--- src/rtl/pipeline_stall_ctrl_pkg.sv ---
// pipeline_stall_ctrl_pkg: shared state encodings and stall lengths for the hazard/stall controller.
package pipeline_stall_ctrl_pkg;
   typedef enum logic [1:0] {
      IDLE       = 2'd0,
      DATA_STALL = 2'd1,
      BR_WAIT    = 2'd2
   } state_e;
   localparam int EX_STALL  = 2;
   localparam int MEM_STALL = 1;
   localparam int BR_STALL  = 2;
   localparam int CNT_W     = 2;
endpackage

--- src/rtl/pipeline_stall_ctrl_dff.sv ---
// dff: register primitive with synchronous reset to a parameterised value.
module dff #(
   parameter int           W   = 1,
   parameter logic [W-1:0] RST = '0
) (
   input  logic         clk,
   input  logic         reset,
   input  logic [W-1:0] d,
   output logic [W-1:0] q
);
   always_ff @(posedge clk) q <= reset ? RST : d;
endmodule

--- src/rtl/pipeline_stall_ctrl_reg_match.sv ---
// reg_match: source register equals a nonzero destination register.
module reg_match (
   input  logic [4:0] src,
   input  logic [4:0] dst,
   output logic       match
);
   assign match = (src == dst) && (dst != 5'd0);
endmodule

--- src/rtl/pipeline_stall_ctrl.sv ---
// pipeline_stall_ctrl: detects EX/MEM load-use hazards and branches in ID and sequences
// the IF/ID stall and EX bubble outputs, counting stalled cycles.
module pipeline_stall_ctrl
   import pipeline_stall_ctrl_pkg::*;
(
   input  logic        clk,
   input  logic        reset,
   input  logic        id_valid,
   input  logic [4:0]  id_rs,
   input  logic [4:0]  id_rt,
   input  logic        id_uses_rs,
   input  logic        id_uses_rt,
   input  logic        id_branch,
   input  logic        ex_regwr,
   input  logic [4:0]  ex_rw,
   input  logic        mem_regwr,
   input  logic [4:0]  mem_rw,
   output logic        if_stall,
   output logic        id_stall,
   output logic        ex_bubble,
   output logic [1:0]  state,
   output logic [15:0] stall_cycles
);
   logic [1:0]       state_q, state_d, cur;
   logic [CNT_W-1:0] cnt_q, cnt_d;
   logic [15:0]      sc_q, sc_d;
   logic             m_ex_rs, m_ex_rt, m_mem_rs, m_mem_rt, hz_ex, hz_mem, busy;

   reg_match u_ex_rs  (.src(id_rs), .dst(ex_rw),  .match(m_ex_rs));
   reg_match u_ex_rt  (.src(id_rt), .dst(ex_rw),  .match(m_ex_rt));
   reg_match u_mem_rs (.src(id_rs), .dst(mem_rw), .match(m_mem_rs));
   reg_match u_mem_rt (.src(id_rt), .dst(mem_rw), .match(m_mem_rt));

   dff #(.W(2))     u_state (.clk(clk), .reset(reset), .d(state_d), .q(state_q));
   dff #(.W(CNT_W)) u_cnt   (.clk(clk), .reset(reset), .d(cnt_d),   .q(cnt_q));
   dff #(.W(16))    u_sc    (.clk(clk), .reset(reset), .d(sc_d),    .q(sc_q));

   always_comb begin
      // the reset cycle behaves as IDLE even if a stall was in progress
      cur       = reset ? IDLE : state_q;
      hz_ex     = id_valid & ex_regwr & ((id_uses_rs & m_ex_rs) | (id_uses_rt & m_ex_rt));
      hz_mem    = id_valid & mem_regwr & ((id_uses_rs & m_mem_rs) | (id_uses_rt & m_mem_rt));
      busy      = cnt_q != '0;
      state_d   = IDLE;
      cnt_d     = '0;
      if_stall  = 1'b0;
      id_stall  = 1'b0;
      ex_bubble = 1'b0;
      case (cur)
         IDLE: begin
            if (hz_ex | hz_mem) begin
               {if_stall, id_stall, ex_bubble} = 3'b111;
               state_d = DATA_STALL;
               cnt_d   = hz_ex ? CNT_W'(EX_STALL - 1) : CNT_W'(MEM_STALL - 1);
            end else if (id_valid & id_branch) begin
               if_stall = 1'b1;
               state_d  = BR_WAIT;
               cnt_d    = CNT_W'(BR_STALL - 2);
            end
         end
         DATA_STALL: begin
            {if_stall, id_stall, ex_bubble} = {3{busy}};
            state_d = busy ? DATA_STALL : IDLE;
            cnt_d   = busy ? cnt_q - 1'b1 : '0;
         end
         BR_WAIT: begin
            if_stall = 1'b1;
            state_d  = busy ? BR_WAIT : IDLE;
            cnt_d    = busy ? cnt_q - 1'b1 : '0;
         end
         default: ;
      endcase
      sc_d = sc_q + 16'(if_stall & (sc_q != 16'hFFFF));
   end

   assign state        = state_q;
   assign stall_cycles = sc_q;
endmodule

--- config.mk ---
export PLATFORM = sky130hd
export DESIGN_NAME = pipeline_stall_ctrl
export DESIGN_NICKNAME = d
export VERILOG_FILES = /design/src/rtl/pipeline_stall_ctrl_pkg.sv /design/src/rtl/pipeline_stall_ctrl_dff.sv /design/src/rtl/pipeline_stall_ctrl_reg_match.sv /design/src/rtl/pipeline_stall_ctrl.sv
export SDC_FILE = /design/constraint.sdc
export NUM_CORES = 1
export LEC_CHECK = 0
export ABC_AREA = 0
export CAP_MARGIN = 20
export CORE_ASPECT_RATIO = 1.25
export CORE_MARGIN = 3
export CORE_UTILIZATION = 46
export CTS_BUF_LIST = sky130_fd_sc_hd__clkbuf_16
export DETAILED_ROUTE_END_ITERATION = 10
export PLACE_DENSITY = 0.9
export REMOVE_ABC_BUFFERS = 1
export SETUP_SLACK_MARGIN = 0.4
export SYNTH_ARGS = -nofsm -noshare
export SYNTH_HDL_FRONTEND = slang
export SYNTH_SLANG_ARGS = --single-unit
--- constraint.sdc ---
create_clock -name clk -period 6 [get_ports clk]
set_input_delay 0.6 -clock clk [delete_from_list [all_inputs] [get_ports clk]]
set_output_delay 0.6 -clock clk [all_outputs]
set_load 0.005 [all_outputs]
==> results of run 1 <==
## layout by cell type, fill, tap and decap left out, types with 2 or more instances in the layout
master	instances
clkdlybuf4s50_1	48
xnor2_1	24
dfxtp_1	20
nor2_1	17
nand2_1	10
nand4_1	8
xor2_1	7
or3_1	6
nand3_1	6
ha_1	6
inv_1	4
a21oi_1	4
nor3_1	4
o21ai_0	3
clkbuf_16	3
nand2b_1	2
o22ai_1	2
o311a_1	2
a31oi_1	2
nor2b_1	2
## flip-flops by register name, indices dropped and copies added (netlist names)
name       flops
u_cnt.q        2
u_state.q      2
u_sc.q        16
## worst max-delay path, stage by stage
cell and delay [ns]:
clkdlybuf4s50_1 0.76, nand2b_1 0.36, ha_1 0.27, and2_0 0.15, a222oi_1 0.56, a21oi_1 0.15, clkdlybuf4s50_1 0.47
## worst min-delay path by stage
stage	start	to	slack [ns]	cells past startpoint
after floorplan	u_sc.q[13]	u_sc.q[13]	0.48	2
after global placement	u_sc.q[13]	u_sc.q[13]	0.48	2
after detailed placement	u_cnt.q[1]	u_cnt.q[1]	0.51	1
after CTS	u_cnt.q[1]	u_cnt.q[1]	0.53	1
after global routing	u_sc.q[5]	u_sc.q[5]	0.56	2
final	u_sc.q[13]	u_sc.q[13]	0.52	2
## area by class of cell
class	count	area (µm²)	share of cell area [%]
Timing Repair Buffer	48	480	27.0
Sequential cell	20	400	22.5
Clock buffer	3	75.1	4.21
Tap cell	33	41.3	2.32
Multi-Input combinational cell	115	766	43.0
Clock inverter	1	3.75	0.211
Inverter	4	15.0	0.843
## cells by family (layout without fill, tap and decap cells)
group | Yosys count | after routing
AO/OA/AOI/OAI | 17 | 17
XOR/XNOR | 31 | 31
adder cells (fa/ha/maj) | 6 | 6
buffers and inverters | 7 | 56
flip-flops | 20 | 20
AND/OR/NAND/NOR | 61 | 61
## metal layers
metal / vias up / global-route usage (%) / routed length (µm)
li1: 596 / - / -
met4: 0 / 7.87 / 53
met5: - / 0 / 0
met2: 53 / 43.8 / 1900
met3: 7 / 4.06 / 220
met1: 584 / 18.4 / 1130
## power groups by stage
stage | Combinational, mW | Clock [mW] | Sequential (mW)
finish | 0.0561 | 0.137 | 0.136
floorplan | 0.0214 | 0 | 0.139
global placement | 0.0532 | 0 | 0.139
CTS | 0.0560 | 0.137 | 0.136
detailed placement | 0.0556 | 0 | 0.139
global route | 0.0601 | 0.142 | 0.136
## through the flow
step / setup slack, ns / cell area [µm²] / cells
finish: 2.08 / 1780 / 224
global route: 1.87 / 1780 / 224
CTS: 2.08 / 1780 / 224
detailed placement: 1.99 / 1700 / 220
global placement: 2.13 / 1700 / 220
floorplan: 2.95 / 1180 / 139
==> results by group, run 1 <==
Outcome
  – Status: finished clean

Yosys
  – Synth cell types: 30
  – Avg Cell Area, Syn: 8.42 µm²
  – Cell Area, Synth: 1200 µm²
  – Mux contribution to synthesized area: 0%
  – Ys Warns: 0
  – Largest area contributor in the netlist: dfxtp_1
  – Compound-gate portion of the synthesized area: 9.62%
  – Synth Flop Type: dfxtp_1
  – Sequential share of the synthesized area: 33.5%
  – FFs w/ async S/R, synth: 0%
  – Count leader, synth: xnor2_1
  – Yosys top cell area share: 33.5%
  – Post-Synth Adder-Cell Area: 6.28%
  – Cell count after synthesis: 142
  – Yosys reg bits: 20
  – Top post-synthesis cells by count: 24 x xnor2_1, 20 x dfxtp_1, 17 x nor2_1, 10 x nand2_1, 8 x nand4_1
  – EDFF count, synth: 0
  – Post-synthesis xor/xnor area fraction: 22.7%
  – Top post-synthesis cells by area: dfxtp_1 33%, xnor2_1 18%, ha_1 6.3%
  – Largest family of logic cells by synthesized area: simple AND/OR/NAND/NOR gates
  – Simple-gate share of the synthesized area: 25.4%

Setup path
  – Critical Path RT: 5.40 ns
  – R2R setup slack: 3.22 ns
  – RR Startpoint: u_state.q[0]
  – CP endpoint kind: primary output
  – Startpoint Class: input pin
  – R2R Path End: u_sc.q[8]
  – Worst setup path startpoint: reset
  – Setup CP Type: in -> out
  – Arrival time worst endpoint: 3.32 ns
  – FF-to-FF path depth: 12
  – CP Capture Point: if_stall
  – Critical Path Fanout Max: 21

Global route
  – Largest net degree at the start of global routing: 22
  – Vias in the first global route: 1319
  – First-pass GRT wire length: 5350 µm
  – Initial antenna violation count: 0
  – Global Route Usage Sum: 21.2%
  – GR Overflow Total: 0

Clock tree
  – Longest Clk Path Bufs: 2
  – Clock transition at path regs: 0.05 ns
  – CTS sink count: 20
  – Worst skew pair latency: 0.25 ns
  – Hold buffers post-CTS: 0
  – Num CTS Buffers: 3
  – Total setup buffers inserted after CTS: 0
  – Htree depth: 1
  – Root Buffer: clkbuf_16
  – CTS tree: yes
  – Post_cts resized: 0

Floorplanning
  – # IOs: 49
  – Core area: 2450 µm²
  – Die Y: 63.0 µm
  – Die ar.: 3250 µm²
  – Die width: 51.6 µm
  – Initial Util: 48.8%
  – # rows: 20

Pwr
  – Seq pwr share: 41.4%
  – Comb pwr share: 17.0%
  – Internal cell power: 257 µW
  – Power density over cell area: 185 nW/µm²
  – Net Sw Power: 71.8 µW
  – Switching Fraction: 21.8%
  – VDD IR max: 138 µV
  – Total power after layout: 329 µW
  – Clock share of power: 41.6%
  – Cell leakage power: 0.624 nW

Final layout
  – Fillers: 204
  – Ratio of cells with drive above 1 in the final layout: 2.62%
  – Area delta synth->final: 49.0%
  – Nets: 226
  – Post-Route Utilization: 72.7%
  – Ant diodes: 0

Timing
  – Final Critical Period: 3.92 ns
  – Pins Over Slew Limit: 0
  – Fmax achieved: 255 MHz
  – TNS Setup: 0 ns
  – Final setup viols: 0
  – Min Hold Slack: 0.522 ns
  – Rel. slew slack: 54.5%
  – Final hold violations: 0
  – RSZ-0062 raised after global routing: false
  – Clock Skews: 0.00173 ns
  – Final period util: 65.4%
  – Slew @ Worst Pin: 0.681 ns

Detailed routing
  – Residual DRC: 0
  – Final wirelength: 3310 µm
  – Antenna viol nets, final: 0
  – DR iter-0 viols: 39
  – Drt first pass iters: 4
  – Routed vias: 1240
  – Average vias per placed instance: 5.54
  – Wirelength per Cell: 14.8 µm

Flow run
  – Number of max-cap violations: 0

Place
  – DP HPWL: 2710 µm
  – Number of port buffers: 48
  – Routability cong.: 0.758

Worst hold path
  – Worst Hold Class: reg -> reg
(Power assumes the default switching activity.)
==> run 2: changes to the inputs <==
--- a/config.mk
+++ b/config.mk
@@ -9,10 +9,10 @@
 export CAP_MARGIN = 20
 export CORE_ASPECT_RATIO = 1.25
 export CORE_MARGIN = 3
-export CORE_UTILIZATION = 46
+export CORE_UTILIZATION = 38
 export CTS_BUF_LIST = sky130_fd_sc_hd__clkbuf_16
 export DETAILED_ROUTE_END_ITERATION = 10
-export PLACE_DENSITY = 0.9
+export PLACE_DENSITY = 0.8
 export REMOVE_ABC_BUFFERS = 1
 export SETUP_SLACK_MARGIN = 0.4
 export SYNTH_ARGS = -nofsm -noshare
==> constraint.sdc (replaced) <==
create_clock -name clk -period 3.6 [get_ports clk]
set_input_delay 0.36 -clock clk [delete_from_list [all_inputs] [get_ports clk]]
set_output_delay 0.36 -clock clk [all_outputs]
set_load 0.005 [all_outputs]
==> run 2 against run 1 <==
Net effect: non-clock buffer count is 3 higher; clock power is 120% higher; setup slack worse by 1.5 ns; clock skew is 0.0017 ns higher; routed wire length is 5.7% lower; via count is 0.81% lower; highest routed layer unchanged; critical path depth is 1 higher; register-to-register slack worse by 2.2 ns; clock-buffer cell count stayed put; hold slack worse by 0.028 ns; sequential power is 67% higher.
==> results by group, run 2 (same netlist as run 1, synthesis figures left out) <==
Clock tree
  – Htree depth: 1 (unchanged)
  – Root Buffer: clkbuf_16
  – Longest Clk Path Bufs: 2 (unchanged)
  – Num CTS Buffers: 3 (unchanged)
  – CTS sink count: 20 (unchanged)
  – Worst skew pair latency: 0.25 ns (about the same)
  – Clock transition at path regs: 0.06 ns (about the same)
  – CTS tree: yes
  – Hold buffers post-CTS: 0 (unchanged)

Setup path
  – Setup CP Type: in -> out
  – CP endpoint kind: primary output
  – Startpoint Class: input pin
  – CP Cell Sequence: dlygate4sd2_1 -> or3_1 -> o311a_1 -> and2_0 -> a222oi_1 -> buf_4 -> a21oi_1 -> clkdlybuf4s50_1
  – Critical Path Fanout Max: 3 (-86%)
  – Arrival time worst endpoint: 2.65 ns (-0.67 ns)
  – Critical Path RT: 3.24 ns (-2.16 ns)
  – Worst path slowest cell: clkdlybuf4s50_1
  – Slowest stage delay, CP: 0.46 ns (-0.30 ns)

Final layout
  – Number of flip-flops under the largest register name: 16 (unchanged)
  – Regs by FF count: u_sc.q x16, u_cnt.q x2, u_state.q x2
  – Ant diodes: 0 (unchanged)
  – Largest Register: u_sc.q
  – Most frequent cells in the layout: 42 x clkdlybuf4s50_1, 24 x xnor2_1, 20 x dfxtp_1, 17 x nor2_1, 10 x nand2_1
  – Post-Route Utilization: 62.3% (-10 points)
  – Nets: 229 (+1.3%)
  – Most common cell after layout, fill and taps aside: clkdlybuf4s50_1
  – Ratio of cells with drive above 1 in the final layout: 5.67% (+3.1 points)
  – Area delta synth->final: 54.9%

Global route
  – Largest net degree at the start of global routing: 20 (-9.1%)
  – Global Route Usage Sum: 17.1% (-4.1 points)
  – Initial antenna violation count: 0 (unchanged)
  – First-pass GRT wire length: 5320 µm (-0.52%)
  – Vias in the first global route: 1265 (-4.1%)
  – GR Overflow Total: 0 (unchanged)

Floorplanning
  – Die Y: 68.7 µm (+9.1%)
  – Die ar.: 3860 µm² (+19%)
  – # IOs: 49 (unchanged)
  – Core area: 2970 µm² (+21%)
  – Die width: 56.2 µm (+8.9%)
  – Initial Util: 40.2% (-8.5 points)
  – # rows: 22 (+10%)

Pwr
  – Cell leakage power: 0.695 nW (+11%)
  – Power density over cell area: 335 nW/µm² (+81%)
  – VDD IR max: 263 µV (+91%)

Place
  – Routability cong.: 0.779 (+2.7%)
  – Number of port buffers: 48 (unchanged)
  – DP HPWL: 2590 µm (-4.3%)
  – Pre-CTS setup slack: 0.239 ns (-1.75 ns)

Detailed routing
  – Drt first pass iters: 4 (unchanged)
  – Antenna viol nets, final: 0 (unchanged)
  – DR iter-0 viols: 18 (-54%)
  – Average vias per placed instance: 5.35 (-3.4%)
  – Wirelength per Cell: 13.6 µm (-8.2%)
  – Residual DRC: 0 (unchanged)
  – Final wirelength: 3120 µm (-5.7%)
  – Routed vias: 1230 (-0.81%)

Timing
  – Slew @ Worst Pin: 0.367 ns (-0.313 ns)
  – Fmax achieved: 332 MHz
  – Final Critical Period: 3.01 ns
  – Post-route setup slack: 0.587 ns (-1.49 ns)
  – Clock Skews: 0.00344 ns (+0.00171 ns)
  – TNS Setup: 0 ns (unchanged)
  – Min Hold Slack: 0.494 ns (-0.0279 ns)
  – Final hold violations: 0 (unchanged)
  – Final period util: 83.7%
  – Rel. slew slack: 75.5% (+21 points)
  – Final setup viols: 0 (unchanged)
  – RSZ-0062 raised after global routing: false
  – Pins Over Slew Limit: 0 (unchanged)

Worst hold path
  – Worst Hold Class: reg -> reg

Outcome
  – Status: finished clean

Flow run
  – Number of max-cap violations: 0 (unchanged)
[run 2: path summary, 6_finish.rpt]
| check | from | slack [ns] | endpoint | depth (start not counted) |
|---|---|---|---|---|
| worst max-delay path | ex_rw[2] | 0.59 | if_stall | 8 |
| worst min-delay path | u_sc.q[13] | 0.49 | u_sc.q[13] | 2 |
| worst max register to register | u_state.q[0] | 1.07 | u_sc.q[8] | 12 |
| worst min register to register | u_sc.q[13] | 0.49 | u_sc.q[13] | 2 |
[run 2: routing by layer]
metal | share of wire (%) | GRT usage [%] | up-vias
li1 | - | - | 598
met1 | 39 | 18.4 | 570
met2 | 53 | 33.0 | 54
met3 | 6.2 | 3.54 | 8
met4 | 2.5 | 6.53 | 0
met5 | 0 | 0 | -
[run 2: layout make-up]
type	instances	area, µm²
Fill cell	246	1120
Timing Repair Buffer	51	514
Tap cell	36	45.0
Sequential cell	20	400
Inverter	4	15.0
Clock inverter	1	30.0
Clock buffer	3	75.1
Multi-Input combinational cell	115	773
[run 2: what timing repair did]
| action | 4_1_cts | 5_1_grt |
|---|---|---|
| resized for setup | 1 | 7 |
| endpoints found under the setup margin | 4 | 6 |
| pin swaps | 1 | 2 |
| buffers inserted | 1 | 0 |
| endpoints found under the hold margin | 0 | 0 |
[run 2: power breakdown]
part / internal [mW] / leakage [nW] / switching, mW
combinational: 0.0565 / 0.482 / 0.0366
sequential: 0.224 / 0.161 / 0.00290
clock: 0.220 / 0.0511 / 0.0804
total: 0.501 / 0.695 / 0.120
[run 2: critical path: cells and delay by family]
kind | cells | cell delay, ns
AO/OA/AOI/OAI | 3 | 0.80
buffers and inverters | 3 | 0.94
AND/OR/NAND/NOR | 2 | 0.56
[run 2: per-stage QoR]
stage	power, mW	instance area (µm²)	std cells
finish	0.621	1850	230
global route	0.643	1850	230
CTS	0.626	1830	230
detailed placement	0.326	1720	225
global placement	0.322	1720	225
floorplan	0.267	1180	139
